<file path="config.mk">
export PLATFORM = sky130hd
export DESIGN_NAME = change_dispenser_flat
export DESIGN_NICKNAME = d
export VERILOG_FILES = /design/src/rtl/vend_pkg.sv /design/src/rtl/change_dispenser_if.sv /design/src/rtl/change_dispenser_coin_inventory.sv /design/src/rtl/change_dispenser.sv /design/src/flat_wrapper.sv
export SDC_FILE = /design/constraint.sdc
export NUM_CORES = 1
export LEC_CHECK = 0
export ABC_AREA = 0
export CAP_MARGIN = 15
export CORE_AREA = 2 2 82 84
export DETAILED_ROUTE_END_ITERATION = 6
export DIE_AREA = 0 0 84 86
export PLACE_DENSITY = 0.87
export RECOVER_POWER = 25
export SKIP_CTS_REPAIR_TIMING = 1
export SLEW_MARGIN = 40
export SYNTH_ARGS = -nofsm -noshare
export SYNTH_HDL_FRONTEND = slang
export SYNTH_SLANG_ARGS = --single-unit
</file>
<file path="constraint.sdc">
create_clock -name clk -period 2.65 [get_ports clk]
set_input_delay 0.53 -clock clk [delete_from_list [all_inputs] [get_ports clk]]
set_output_delay 0.53 -clock clk [all_outputs]
set_load 0.01 [all_outputs]
</file>
<file path="src/rtl/vend_pkg.sv">
// Shared vending definitions: coin values, dispenser states and product prices
// common to the vending controller and the change dispenser.
package vend_pkg;

    localparam int COIN_5  = 5;
    localparam int COIN_10 = 10;

    localparam int PRICE_A = 15;
    localparam int PRICE_B = 20;
    localparam int PRICE_C = 25;
    localparam int PRICE_D = 35;

    typedef enum logic [2:0] {
        ST_IDLE,
        ST_SELECT,
        ST_EJECT,
        ST_WAIT_ACK,
        ST_DONE
    } disp_state_e;

endpackage

</file>
<file path="src/rtl/change_dispenser_if.sv">
// Request, refill, hopper and status signals of the change dispenser.
// slave is the dispenser side, master is the vending controller / hopper side.
interface change_dispenser_if #(
    parameter int AMT_W = 6,
    parameter int CNT_W = 8
);
    logic             req_valid;
    logic [AMT_W-1:0] req_amount;
    logic             req_ready;
    logic             refill_valid;
    logic [CNT_W-1:0] refill_10;
    logic [CNT_W-1:0] refill_5;
    logic             eject_10;
    logic             eject_5;
    logic             hopper_ack;
    logic             done;
    logic [AMT_W-1:0] paid;
    logic             err_short;
    logic             err_timeout;
    logic             fault;
    logic [CNT_W-1:0] cnt_10;
    logic [CNT_W-1:0] cnt_5;

    modport slave (
        input  req_valid, req_amount, refill_valid, refill_10, refill_5, hopper_ack,
        output req_ready, eject_10, eject_5, done, paid, err_short, err_timeout,
               fault, cnt_10, cnt_5
    );

    modport master (
        output req_valid, req_amount, refill_valid, refill_10, refill_5, hopper_ack,
        input  req_ready, eject_10, eject_5, done, paid, err_short, err_timeout,
               fault, cnt_10, cnt_5
    );
endinterface

</file>
<file path="src/rtl/change_dispenser_coin_inventory.sv">
// Two coin counters (index 0 = 10-coins, 1 = 5-coins) with saturating refill
// and single-coin decrement; refill and decrement are never requested together.
module coin_inventory #(
    parameter int CNT_W   = 8,
    parameter int INIT_10 = 8,
    parameter int INIT_5  = 8
) (
    input  logic             clk,
    input  logic             rst,
    input  logic             refill_en,
    input  logic [CNT_W-1:0] refill_10,
    input  logic [CNT_W-1:0] refill_5,
    input  logic             dec_10,
    input  logic             dec_5,
    output logic [CNT_W-1:0] cnt_10,
    output logic [CNT_W-1:0] cnt_5
);
    logic [1:0][CNT_W-1:0] add_amt;
    logic [1:0]            dec;
    logic [1:0][CNT_W-1:0] cnt_all;

    assign add_amt = {refill_5, refill_10};
    assign dec     = {dec_5, dec_10};

    for (genvar gi = 0; gi < 2; gi++) begin : g_cnt
        localparam int INIT_VAL = (gi == 0) ? INIT_10 : INIT_5;

        logic [CNT_W-1:0] cnt_q;
        logic [CNT_W-1:0] cnt_d;
        logic [CNT_W:0]   sum;

        always_comb begin
            sum   = {1'b0, cnt_q} + {1'b0, add_amt[gi]};
            cnt_d = cnt_q;
            if (refill_en) begin
                cnt_d = sum[CNT_W] ? '1 : sum[CNT_W-1:0];
            end else if (dec[gi] && (cnt_q != '0)) begin
                cnt_d = cnt_q - 1'b1;
            end
        end

        always_ff @(posedge clk or posedge rst) begin
            if (rst) begin
                cnt_q <= CNT_W'(INIT_VAL);
            end else begin
                cnt_q <= cnt_d;
            end
        end

        assign cnt_all[gi] = cnt_q;
    end

    assign cnt_10 = cnt_all[0];
    assign cnt_5  = cnt_all[1];
endmodule

</file>
<file path="src/rtl/change_dispenser.sv">
// Pays a change amount out of a 10/5 coin hopper one coin at a time, largest
// coin first, with a per-coin ack timeout and a sticky fault flag.
module change_dispenser
    import vend_pkg::*;
#(
    parameter int AMT_W       = 6,
    parameter int CNT_W       = 8,
    parameter int INIT_10     = 8,
    parameter int INIT_5      = 8,
    parameter int ACK_TIMEOUT = 15
) (
    input  logic              clk,
    input  logic              rst,
    change_dispenser_if.slave bus
);
    localparam int TMR_W = $clog2(ACK_TIMEOUT + 1);
    localparam logic [AMT_W-1:0] AMT_10 = AMT_W'(COIN_10);
    localparam logic [AMT_W-1:0] AMT_5  = AMT_W'(COIN_5);

    disp_state_e      state_q;
    logic [AMT_W-1:0] remaining_q;
    logic [AMT_W-1:0] paid_q;
    logic             coin_is_10_q;
    logic [TMR_W-1:0] timer_q;
    logic             eject_10_q;
    logic             eject_5_q;
    logic             done_q;
    logic             err_short_q;
    logic             err_timeout_q;
    logic             fault_q;

    logic [AMT_W-1:0] coin_amt;
    logic [CNT_W-1:0] cnt_10;
    logic [CNT_W-1:0] cnt_5;
    logic             ack_take;
    logic             refill_en;

    assign coin_amt  = coin_is_10_q ? AMT_10 : AMT_5;
    assign ack_take  = (state_q == ST_WAIT_ACK) && bus.hopper_ack;
    assign refill_en = (state_q == ST_IDLE) && bus.refill_valid;

    coin_inventory #(
        .CNT_W   (CNT_W),
        .INIT_10 (INIT_10),
        .INIT_5  (INIT_5)
    ) u_inventory (
        .clk       (clk),
        .rst       (rst),
        .refill_en (refill_en),
        .refill_10 (bus.refill_10),
        .refill_5  (bus.refill_5),
        .dec_10    (ack_take && coin_is_10_q),
        .dec_5     (ack_take && !coin_is_10_q),
        .cnt_10    (cnt_10),
        .cnt_5     (cnt_5)
    );

    always_ff @(posedge clk or posedge rst) begin
        if (rst) begin
            state_q       <= ST_IDLE;
            remaining_q   <= '0;
            paid_q        <= '0;
            coin_is_10_q  <= 1'b0;
            timer_q       <= '0;
            eject_10_q    <= 1'b0;
            eject_5_q     <= 1'b0;
            done_q        <= 1'b0;
            err_short_q   <= 1'b0;
            err_timeout_q <= 1'b0;
            fault_q       <= 1'b0;
        end else begin
            eject_10_q <= 1'b0;
            eject_5_q  <= 1'b0;
            done_q     <= 1'b0;
            case (state_q)
                ST_IDLE: begin
                    if (bus.req_valid) begin
                        remaining_q   <= bus.req_amount;
                        paid_q        <= '0;
                        err_short_q   <= 1'b0;
                        err_timeout_q <= 1'b0;
                        state_q       <= ST_SELECT;
                    end
                end
                ST_SELECT: begin
                    if ((remaining_q >= AMT_10) && (cnt_10 != '0)) begin
                        coin_is_10_q <= 1'b1;
                        eject_10_q   <= 1'b1;
                        state_q      <= ST_EJECT;
                    end else if ((remaining_q >= AMT_5) && (cnt_5 != '0)) begin
                        coin_is_10_q <= 1'b0;
                        eject_5_q    <= 1'b1;
                        state_q      <= ST_EJECT;
                    end else begin
                        // Leftover that no available coin can cover is a shortfall.
                        err_short_q <= (remaining_q != '0);
                        done_q      <= 1'b1;
                        state_q     <= ST_DONE;
                    end
                end
                ST_EJECT: begin
                    // timer holds cycles elapsed since the eject pulse
                    timer_q <= TMR_W'(1);
                    state_q <= ST_WAIT_ACK;
                end
                ST_WAIT_ACK: begin
                    if (ack_take) begin
                        remaining_q <= remaining_q - coin_amt;
                        paid_q      <= paid_q + coin_amt;
                        state_q     <= ST_SELECT;
                    end else if (timer_q == TMR_W'(ACK_TIMEOUT - 1)) begin
                        err_timeout_q <= 1'b1;
                        fault_q       <= 1'b1;
                        done_q        <= 1'b1;
                        state_q       <= ST_DONE;
                    end else begin
                        timer_q <= timer_q + 1'b1;
                    end
                end
                ST_DONE: begin
                    state_q <= ST_IDLE;
                end
                default: begin
                    state_q <= ST_IDLE;
                end
            endcase
        end
    end

    assign bus.req_ready   = (state_q == ST_IDLE);
    assign bus.eject_10    = eject_10_q;
    assign bus.eject_5     = eject_5_q;
    assign bus.done        = done_q;
    assign bus.paid        = paid_q;
    assign bus.err_short   = err_short_q;
    assign bus.err_timeout = err_timeout_q;
    assign bus.fault       = fault_q;
    assign bus.cnt_10      = cnt_10;
    assign bus.cnt_5       = cnt_5;
endmodule

</file>
<file path="src/flat_wrapper.sv">
// flat-port wrapper written by rule: the top's interface ports become plain ports
module change_dispenser_flat import vend_pkg::*;
#(
    parameter int AMT_W       = 6,
    parameter int CNT_W       = 8,
    parameter int INIT_10     = 8,
    parameter int INIT_5      = 8,
    parameter int ACK_TIMEOUT = 15
)
  (clk, rst, bus_req_valid, bus_req_amount, bus_refill_valid, bus_refill_10, bus_refill_5, bus_hopper_ack, bus_req_ready, bus_eject_10, bus_eject_5, bus_done, bus_paid, bus_err_short, bus_err_timeout, bus_fault, bus_cnt_10, bus_cnt_5);
  change_dispenser_if #(.AMT_W(AMT_W), .CNT_W(CNT_W)) bus_i ();
  input  logic clk;
  input  logic rst;
  input wire logic [$bits(bus_i.req_valid)-1:0] bus_req_valid;
  input wire logic [$bits(bus_i.req_amount)-1:0] bus_req_amount;
  input wire logic [$bits(bus_i.refill_valid)-1:0] bus_refill_valid;
  input wire logic [$bits(bus_i.refill_10)-1:0] bus_refill_10;
  input wire logic [$bits(bus_i.refill_5)-1:0] bus_refill_5;
  input wire logic [$bits(bus_i.hopper_ack)-1:0] bus_hopper_ack;
  output wire logic [$bits(bus_i.req_ready)-1:0] bus_req_ready;
  output wire logic [$bits(bus_i.eject_10)-1:0] bus_eject_10;
  output wire logic [$bits(bus_i.eject_5)-1:0] bus_eject_5;
  output wire logic [$bits(bus_i.done)-1:0] bus_done;
  output wire logic [$bits(bus_i.paid)-1:0] bus_paid;
  output wire logic [$bits(bus_i.err_short)-1:0] bus_err_short;
  output wire logic [$bits(bus_i.err_timeout)-1:0] bus_err_timeout;
  output wire logic [$bits(bus_i.fault)-1:0] bus_fault;
  output wire logic [$bits(bus_i.cnt_10)-1:0] bus_cnt_10;
  output wire logic [$bits(bus_i.cnt_5)-1:0] bus_cnt_5;
  assign bus_i.req_valid = bus_req_valid;
  assign bus_i.req_amount = bus_req_amount;
  assign bus_i.refill_valid = bus_refill_valid;
  assign bus_i.refill_10 = bus_refill_10;
  assign bus_i.refill_5 = bus_refill_5;
  assign bus_i.hopper_ack = bus_hopper_ack;
  assign bus_req_ready = bus_i.req_ready;
  assign bus_eject_10 = bus_i.eject_10;
  assign bus_eject_5 = bus_i.eject_5;
  assign bus_done = bus_i.done;
  assign bus_paid = bus_i.paid;
  assign bus_err_short = bus_i.err_short;
  assign bus_err_timeout = bus_i.err_timeout;
  assign bus_fault = bus_i.fault;
  assign bus_cnt_10 = bus_i.cnt_10;
  assign bus_cnt_5 = bus_i.cnt_5;
  change_dispenser #(.AMT_W(AMT_W), .CNT_W(CNT_W), .INIT_10(INIT_10), .INIT_5(INIT_5), .ACK_TIMEOUT(ACK_TIMEOUT)) u_core (.clk(clk), .rst(rst), .bus(bus_i));
endmodule
</file>
; Yosys cells after proc, flatten, opt, wreduce, memory -nomap -nowiden
; Cells that the tools add are included.
[classes]
n_addsub = 7
order_cmp = 2
eq_ne = 12
mux = 41
bitwise = 1
n_reduce_logical = 26
[ops]
columns = cell, count
row1 = $mux W8, 6
row2 = $mux W6, 4
row3 = $pmux W6 S2, 2
row4 = $add A8 B8 Y9, 2
row5 = $mux W1, 16
row6 = $reduce_bool A8 Y1, 2
row7 = $sub A8 B1 Y8 const B, 2
row8 = $mux W3, 5
row9 = $mux W4, 3
row10 = $ne A2 B2 Y1 const B, 6
row11 = $pmux W3 S4, 1
row12 = $reduce_bool A2 Y1, 6
row13 = $reduce_and A3 Y1, 3
row14 = $logic_and A1 B1 Y1, 8
row15 = $pmux W4 S2, 1
row16 = $reduce_and A4 Y1, 2
row17 = $add A6 B6 Y6, 1
row18 = $eq A3 B2 Y1 const B, 2
row19 = $ge A6 B3 Y1 const B, 1
row20 = $ge A6 B4 Y1 const B, 1
row21 = $pmux W1 S2, 3
row22 = $reduce_bool A6 Y1, 1
row23 = $sub A6 B6 Y6, 1
row24 = $add A4 B1 Y4 const B, 1
row25 = other kinds (8), 9
[word_totals]
regBits = 42
inputBits = 27
wordCells = 102

; Logic depth before layout (Yosys ltp)
; Gate-level depths: netlist (run 1).
[depth]
word_depth = 6
mapped_depth = 9
mapped_depth_nobuf = 8

; Hierarchy
; Synthesis (run 1) repeated with hierarchy kept, for this count alone.
[hier_totals]
hier_cells = 384
hier_area_um2 = 3319.4
[modules_own_cells]
columns = mod, n_inst, cells_per_inst, area_per_inst_um2, seq_area_each_um2
row1 = coin_inventory, 1, 210, 1712.9, 402.9
row2 = change_dispenser, 1, 174, 1606.5, 650.6

; Worst setup path before layout (run 1)
; Ideal clock, no wire load.
[synth_timing]
kind = reg2reg
start = register u_core.coin_is_10_q
end = register u_core.remaining_q[4]
arrival_ps = 2049
required_time_ps = 2524
slack_ps = 475
path_stages_with_launch = 10
path_buffers = 1
cell_sequence = dfrtp_1 -> clkbuf_1 -> inv_1 -> ha_1 -> fa_1 -> nor2b_1 -> o21ai_0 -> nand3b_1 -> nor3_1 -> a221o_1
[synth_via]
elab_chain_len = 4
[synth_rtl]
columns = item, line_no
row1 = from (decl), change_dispenser.sv:23  ; logic coin_is_10_q;
row2 = from (signal assigned), change_dispenser.sv:63  ; coin_is_10_q <= 1'b0;
row3 = from (signal assigned), change_dispenser.sv:87  ; coin_is_10_q <= 1'b1;
row4 = from (signal assigned), change_dispenser.sv:91  ; coin_is_10_q <= 1'b0;
row5 = $mux W4, change_dispenser.sv:38  ; assign coin_amt = coin_is_10_q ? AMT_10 : AMT_5;
row6 = $sub A6 B6 Y6, change_dispenser.sv:108  ; remaining_q <= remaining_q - coin_amt;
row7 = $mux W6, change_dispenser.sv:107  ; if (ack_take) begin
row8 = $pmux W6 S2, change_dispenser.sv:75  ; case (state_q)
row9 = to (signal assigned), change_dispenser.sv:78  ; remaining_q <= bus.req_amount;
row10 = to (signal assigned), change_dispenser.sv:108
row11 = to (decl), change_dispenser.sv:21  ; logic [AMT_W-1:0] remaining_q;
; No other way between the ends. The select of a mux whose other input is x is not followed.
; A chain may end at the register's enable or synchronous reset.

; Worst setup path after layout (run 1)
[layout_timing]
start = input bus_refill_10[0]
end = register u_core.u_inventory.g_cnt[0].cnt_q[6], in the netlist u_core.u_inventory.cnt_10[6]
[layout_via]
elab_chain_len = 3
[layout_rtl]
columns = item, line_no
row1 = from (decl), flat_wrapper.sv:17  ; input wire logic [$bits(bus_i.refill_10)-1:0] bus_refill_10;
row2 = $add A8 B8 Y9, change_dispenser_coin_inventory.sv:33  ; sum = {1'b0, cnt_q} + {1'b0, add_amt[gi]};
row3 = $mux W8, change_dispenser_coin_inventory.sv:36  ; cnt_d = sum[CNT_W] ? '1 : sum[CNT_W-1:0];
row4 = $mux W8, change_dispenser_coin_inventory.sv:35  ; if (refill_en) begin
row5 = to (signal assigned), change_dispenser_coin_inventory.sv:44  ; cnt_q <= CNT_W'(INIT_VAL);
row6 = to (signal assigned), change_dispenser_coin_inventory.sv:46  ; cnt_q <= cnt_d;
row7 = to (decl), change_dispenser_coin_inventory.sv:28  ; logic [CNT_W-1:0] cnt_q;
; No other way between the ends.

==> results of run 1 <==
area by class of cell:
class | count | area share (%)
inverters | 19 | 1.73
repair buffers | 71 | 16.2
multi-input cells | 291 | 51.6
clock buffers | 5 | 1.67
flip-flops and latches | 42 | 25.5
clock inverters | 3 | 0.971
well taps | 77 | 2.34
metrics by stage:
stage                     hold slack [ps]  setup slack (ps)  total power [mW]  util, %  cells
after floorplan                       492               475              2.58        -    366
final                                 481               299              3.84     65.7    508
after global routing                  503               187              4.16     65.7    508
after detailed placement              456              5.97              3.30     64.0    500
after CTS                             480               312              3.83     65.8    508
after global placement                452              92.9              3.19     64.0    500
cell families (layout without fill, tap and decap cells):
family,after synthesis,count (layout),share of synthesized area [%]
AND/OR/NAND/NOR,127,127,21.7
flip-flops,42,42,31.7
multiplexers,5,5,1.54
XOR/XNOR,12,12,3.16
buffers and inverters,33,98,4.26
adder cells (fa/ha/maj),34,34,13.7
AO/OA/AOI/OAI,113,113,23.9
cell usage after synthesis (3+ instances only):
library cell,n,area share [%]
nor2_1,11,1.2
a22o_1,3,0.79
nand3_1,7,1.1
o21ai_0,35,5.3
clkbuf_1,10,1.1
or3_1,5,0.94
and2_1,4,0.75
nand2b_1,9,1.7
mux2i_1,4,1.2
a21oi_1,18,2.7
a21o_1,6,1.4
o21a_1,4,0.90
o32ai_1,3,0.79
nor3b_1,5,1.1
nor3_1,10,1.5
nand4_1,4,0.75
nand3b_1,4,0.90
xor2_1,7,1.8
o22ai_1,4,0.75
or4_1,5,1.1
nor4_1,4,0.75
or3b_2,3,0.79
inv_1,19,2.1
nor2b_1,8,1.5
a22oi_1,3,0.68
dfrtp_1,40,30
xnor2_1,5,1.3
fa_1,4,2.4
ha_1,30,11
a221o_1,5,1.5
a31oi_1,3,0.57
a211o_1,3,0.79
a21boi_0,4,0.90
nor4b_1,3,0.79
nand2_1,36,4.1
path summary, 6_finish.rpt:
kind	startpoint	to	slack, ps	cells after the start
max	bus_refill_10[0]	u_core.u_inventory.cnt_10[6]	300	9
min	u_core.bus.fault	u_core.bus.fault	480	1
max reg2reg	u_core.u_inventory.cnt_10[0]	u_core.u_inventory.cnt_10[6]	400	8
min reg2reg	u_core.bus.fault	u_core.bus.fault	480	1
max in group asynchronous	rst	u_core.timer_q[2]	990	3
min in group asynchronous	rst	u_core.bus.eject_10	1010	3
per-layer routing:
metal	share of wire (%)	global-route usage, %	up-vias	routed length, um
met2	48	42.8	92	4070
li1	-	-	1491	-
met4	2.0	7.48	0	165
met3	4.4	4.14	20	371
met1	45	31.4	1528	3800
met5	0	0	-	0
worst max-delay path: stages:
cell and delay [ps]:
clkdlybuf4s50_1 400, ha_1 210, fa_1 410, a21o_1 210, a21oi_1 190, buf_4 150
nand2b_1 100, a41oi_1 130, a32oi_1 230
flip-flops by register name, indices dropped and copies added (netlist names):
| name | flops |
|---|---|
| u_core.bus.eject_5 | 1 |
| u_core.bus.err_short | 1 |
| u_core.coin_is_10_q | 1 |
| u_core.bus.eject_10 | 1 |
| u_core.bus.fault | 1 |
| u_core.remaining_q | 6 |
| u_core.timer_q | 4 |
| u_core.u_inventory.cnt_5 | 8 |
| u_core.u_inventory.cnt_10 | 8 |
| u_core.bus.err_timeout | 1 |
| u_core.bus.done | 1 |
| u_core.state_q | 3 |
| u_core.bus.paid | 6 |
cell usage in the layout (no fill, tap or decap), types with 4 or more instances in the layout:
master	instances
clkdlybuf4s50_1	54
dfrtp_1	40
nand2_1	36
o21ai_0	35
ha_1	30
inv_1	19
a21oi_1	18
buf_4	15
nor2_1	11
nor3_1	10
nand2b_1	9
nor2b_1	8
nand3_1	7
xor2_1	7
a21o_1	6
or4_1	5
nor3b_1	5
a221o_1	5
xnor2_1	5
or3_1	5
clkbuf_8	5
o21a_1	4
nor4_1	4
and2_1	4
nand4_1	4
o22ai_1	4
nand3b_1	4
mux2i_1	4
a21boi_0	4
fa_1	4
report_power, final:
group | switching, mW | internal, mW
clock network | 0.235 | 0.278
logic | 1.13 | 1.05
registers | 0.291 | 0.852
total | 1.66 | 2.18
==> impl_metrics.toml, run 1 <==
[synth]
synthFlopType = "dfrtp_1"
synth_area_um2 = 3320
ys_types = 65
synthArstFlopShare_pct = 100
synth.net_count = 427
yosys_warnings = 0
syn_area_per_cell_um2 = 9.08
ys_seq_area_share_pct = 31.7
syn_inst = 366
synth_edf_count = 0
ys_ff_latch = 42

[cts]
cts_buffers = 5
cts_buffer_depth = 2
clk_pin_slew_ps = 80
htree_levels = 2
cts_root_buf = "clkbuf_8"
cts_tree = "built"
clock_sinks = 42
clkLatencyLatePin_ps = 300

[placed_design]
portBuffers = 55
placed_cell_area_um2 = 4020
dp_hpwl_um = 6400
routabilityCongestion = 0.872

[sta]
min_period_ps = 2350
final_max_slew_viol_count = 0
slew_headroom_pct = 29.0
setup_viol = 0
finalHoldViolations = 0
fin_tns_setup_ps = 0
fin_crit_sh_pct = 88.7
rsz0062_at_grt = "no"
fmax_mhz = 425
finClkSkew_ps = 7.77
worstMarginPinSlew_ps = 1060

[global_routing]
grt_pass1_vias = 3148
grt_max_degree = 43
grt_pass1_wl_um = 14500
grt-ovfl-total = 0
grt_usage_pct = 24.5
grt_antenna_before_repair = 0

[routing]
num_vias = 3131
drc = 0
dr.pass1.iters = 4
drtAntennaViolNets = 0
drtIter0Drc = 138
detail_route.wl_per_cell_um = 16.6
drt_wl_total_um = 8410
viasPerCell = 6.16

[setup_path]
path_class = "primary input to flop"
start_kind = "primary input"
cp.required_ps = 2860
endpoint_kind = "flop"
crit_fanout = 3
worstPathArrival_ps = 2560

[power]
ir_drop_v = 0.000581
cellPowerDensity_nw_per_um2 = 930
power.leakage_nw = 1.77

[layout]
final_area_um2 = 4130
nets = 491
fillerInstances = 506
n_antenna_cell = 0
multi_input_area_um2 = 2130
drive_above_1_share_pct = 9.51
syn_to_final_growth_pct = 24.2
seq_area_um2 = 1050

[outcome]
status = "completed"

[die]
die_h_um = 86
die_x_um = 84
core_um2 = 6280
fp.dieArea_um2 = 7220
rows = 29
start_util_pct = 52.9
io_pins = 56

[worst_hold_path]
hold_path_class = "flop to flop"

[run]
max-cap-violations = 0
(Power assumes the default switching activity.)
==> run 2, diff against run 1 <==
--- a/config.mk
+++ b/config.mk
@@ -7,10 +7,10 @@
 export LEC_CHECK = 0
 export ABC_AREA = 0
 export CAP_MARGIN = 15
-export CORE_AREA = 2 2 82 84
+export CORE_AREA = 2 2 79 81
 export DETAILED_ROUTE_END_ITERATION = 6
-export DIE_AREA = 0 0 84 86
-export PLACE_DENSITY = 0.87
+export DIE_AREA = 0 0 81 83
+export PLACE_DENSITY = 0.93
 export RECOVER_POWER = 25
 export SKIP_CTS_REPAIR_TIMING = 1
 export SLEW_MARGIN = 40
==> constraint.sdc (replaced) <==
create_clock -name clk -period 3.05 [get_ports clk]
set_input_delay 0.61 -clock clk [delete_from_list [all_inputs] [get_ports clk]]
set_output_delay 0.61 -clock clk [all_outputs]
set_load 0.01 [all_outputs]
==> impl_metrics.toml, run 2 (synthesized netlist as in run 1, its figures left out) <==
[sta]
rsz0062_at_grt = "no"
worstMarginPinSlew_ps = 1050
fmax_mhz = 380
finalHoldViolations = 0
setup_viol = 0
final_max_slew_viol_count = 0
fin_crit_sh_pct = 86.3
min_period_ps = 2630
slew_headroom_pct = 29.7
fin_tns_setup_ps = 0
finClkSkew_ps = 2.25

[cts]
cts_tree = "built"
cts_root_buf = "clkbuf_8"
cts_buffers = 5
clkLatencyLatePin_ps = 290
clock_sinks = 42
clk_pin_slew_ps = 80
htree_levels = 2
cts_buffer_depth = 2

[worst_hold_path]
hold_path_class = "flop to flop"

[layout]
final_common_cell = "clkdlybuf4s50_1"
final_area_um2 = 4020
final_cell_mix = "54 x clkdlybuf4s50_1, 40 x dfrtp_1, 36 x nand2_1"
drive_above_1_share_pct = 6.90
syn_to_final_growth_pct = 21.1
nets = 480
n_antenna_cell = 0
finalNonFillerCells = 495

[die]
die_x_um = 81
start_util_pct = 57.1
io_pins = 56
core_um2 = 5820
rows = 28
die_h_um = 83
fp.dieArea_um2 = 6720

[routing]
drt_wl_total_um = 8230
dr.pass1.iters = 4
drtIter0Drc = 244
drtAntennaViolNets = 0
viasPerCell = 6.17
num_vias = 3055
drc = 0
detail_route.wl_per_cell_um = 16.6

[placed_design]
dp.cells = 487
placed_cell_area_um2 = 3930
routabilityCongestion = 0.840
dp_hpwl_um = 6100
portBuffers = 55

[global_routing]
grt_antenna_before_repair = 0
grt-ovfl-total = 0
grt_usage_pct = 25.8
grt_max_degree = 43
grt_pass1_vias = 3014
grt_pass1_wl_um = 14000

[setup_path]
worstPathArrival_ps = 2800
slowest_delay_ps = 440
path_class = "primary input to flop"
r2r_start = "u_core.u_inventory.cnt_10[0]"
r2r_end = "u_core.u_inventory.cnt_10[5]"
endpoint_kind = "flop"
cp.required_ps = 3220
start_kind = "primary input"
path_cells = "clkdlybuf4s50_1 -> ha_1 -> fa_1 -> a21o_1 -> a21oi_1 -> o21ai_1 -> a2111oi_2 -> o21ai_0"
cpMaxStageDelayCell = "clkdlybuf4s50_1"
crit_fanout = 6
cp-endpoint = "u_core.u_inventory.cnt_10[5]"
r2r_cells = 7
r2r_setup_slack_ps = 660
critPathLaunch = "bus_refill_10[0]"

[power]
ir_drop_v = 0.000370
power.leakage_nw = 1.71
cellPowerDensity_nw_per_um2 = 805

[outcome]
status = "completed"

[run]
max-cap-violations = 0
==> run 2: cell count changes in the layout (fill, tap and decap cells not counted), sizes merged <==
cell,delta
bufinv,-1
clkbuf,+2
buf,-11
clkinv,-1
==> run 2: where the power goes <==
group	total, mW	switching (mW)	internal, mW
combinational	1.86	0.987	0.873
clock	0.374	0.191	0.183
sequential	1.00	0.263	0.740
==> run 2: final cells by class <==
cell class | instances | area (um2)
Inverter | 19 | 71.3
Multi-Input combinational cell | 291 | 2130
Timing Repair Buffer | 60 | 586
Fill cell | 468 | 1790
Clock buffer | 7 | 86.3
Tap cell | 75 | 93.8
Clock inverter | 1 | 5.00
Sequential cell | 42 | 1050
==> run 2: worst min path at each step <==
stage / slack, ps / depth (start not counted) / startpoint / end
2_1_floorplan: 490 / 2 / u_core.u_inventory.cnt_10[3] / u_core.u_inventory.cnt_10[3]
3_3_place_gp: 450 / 1 / u_core.bus.fault / u_core.bus.fault
3_5_place_dp: 460 / 1 / u_core.bus.fault / u_core.bus.fault
4_1_cts: 480 / 1 / u_core.bus.fault / u_core.bus.fault
5_1_grt: 500 / 1 / u_core.bus.fault / u_core.bus.fault
6_report: 480 / 1 / u_core.bus.fault / u_core.bus.fault
==> run 2: stage by stage <==
step	utilization [%]	power (mW)	setup slack, ps	hold WS (ps)
2_1_floorplan	-	2.24	811	492
3_3_place_gp	67.6	2.72	264	452
3_5_place_dp	67.6	2.83	171	461
4_1_cts	69.2	3.23	457	480
5_1_grt	69.2	3.52	261	496
6_report	69.2	3.24	419	483
==> run 2: metal layers <==
| layer | share of wire, % | vias up | track usage (%) |
|---|---|---|---|
| li1 | - | 1470 | - |
| met1 | 43 | 1483 | 33.8 |
| met2 | 50 | 90 | 44.1 |
| met3 | 5.3 | 12 | 4.57 |
| met4 | 1.4 | 0 | 5.70 |
| met5 | 0 | - | 0 |
==> run 2: worst max-delay path: cells and delay by family <==
family,cells,cell delay (ps)
AOI/OAI and AO/OA,5,1110
adders and majority gates,2,640
buffers and inverters,1,440
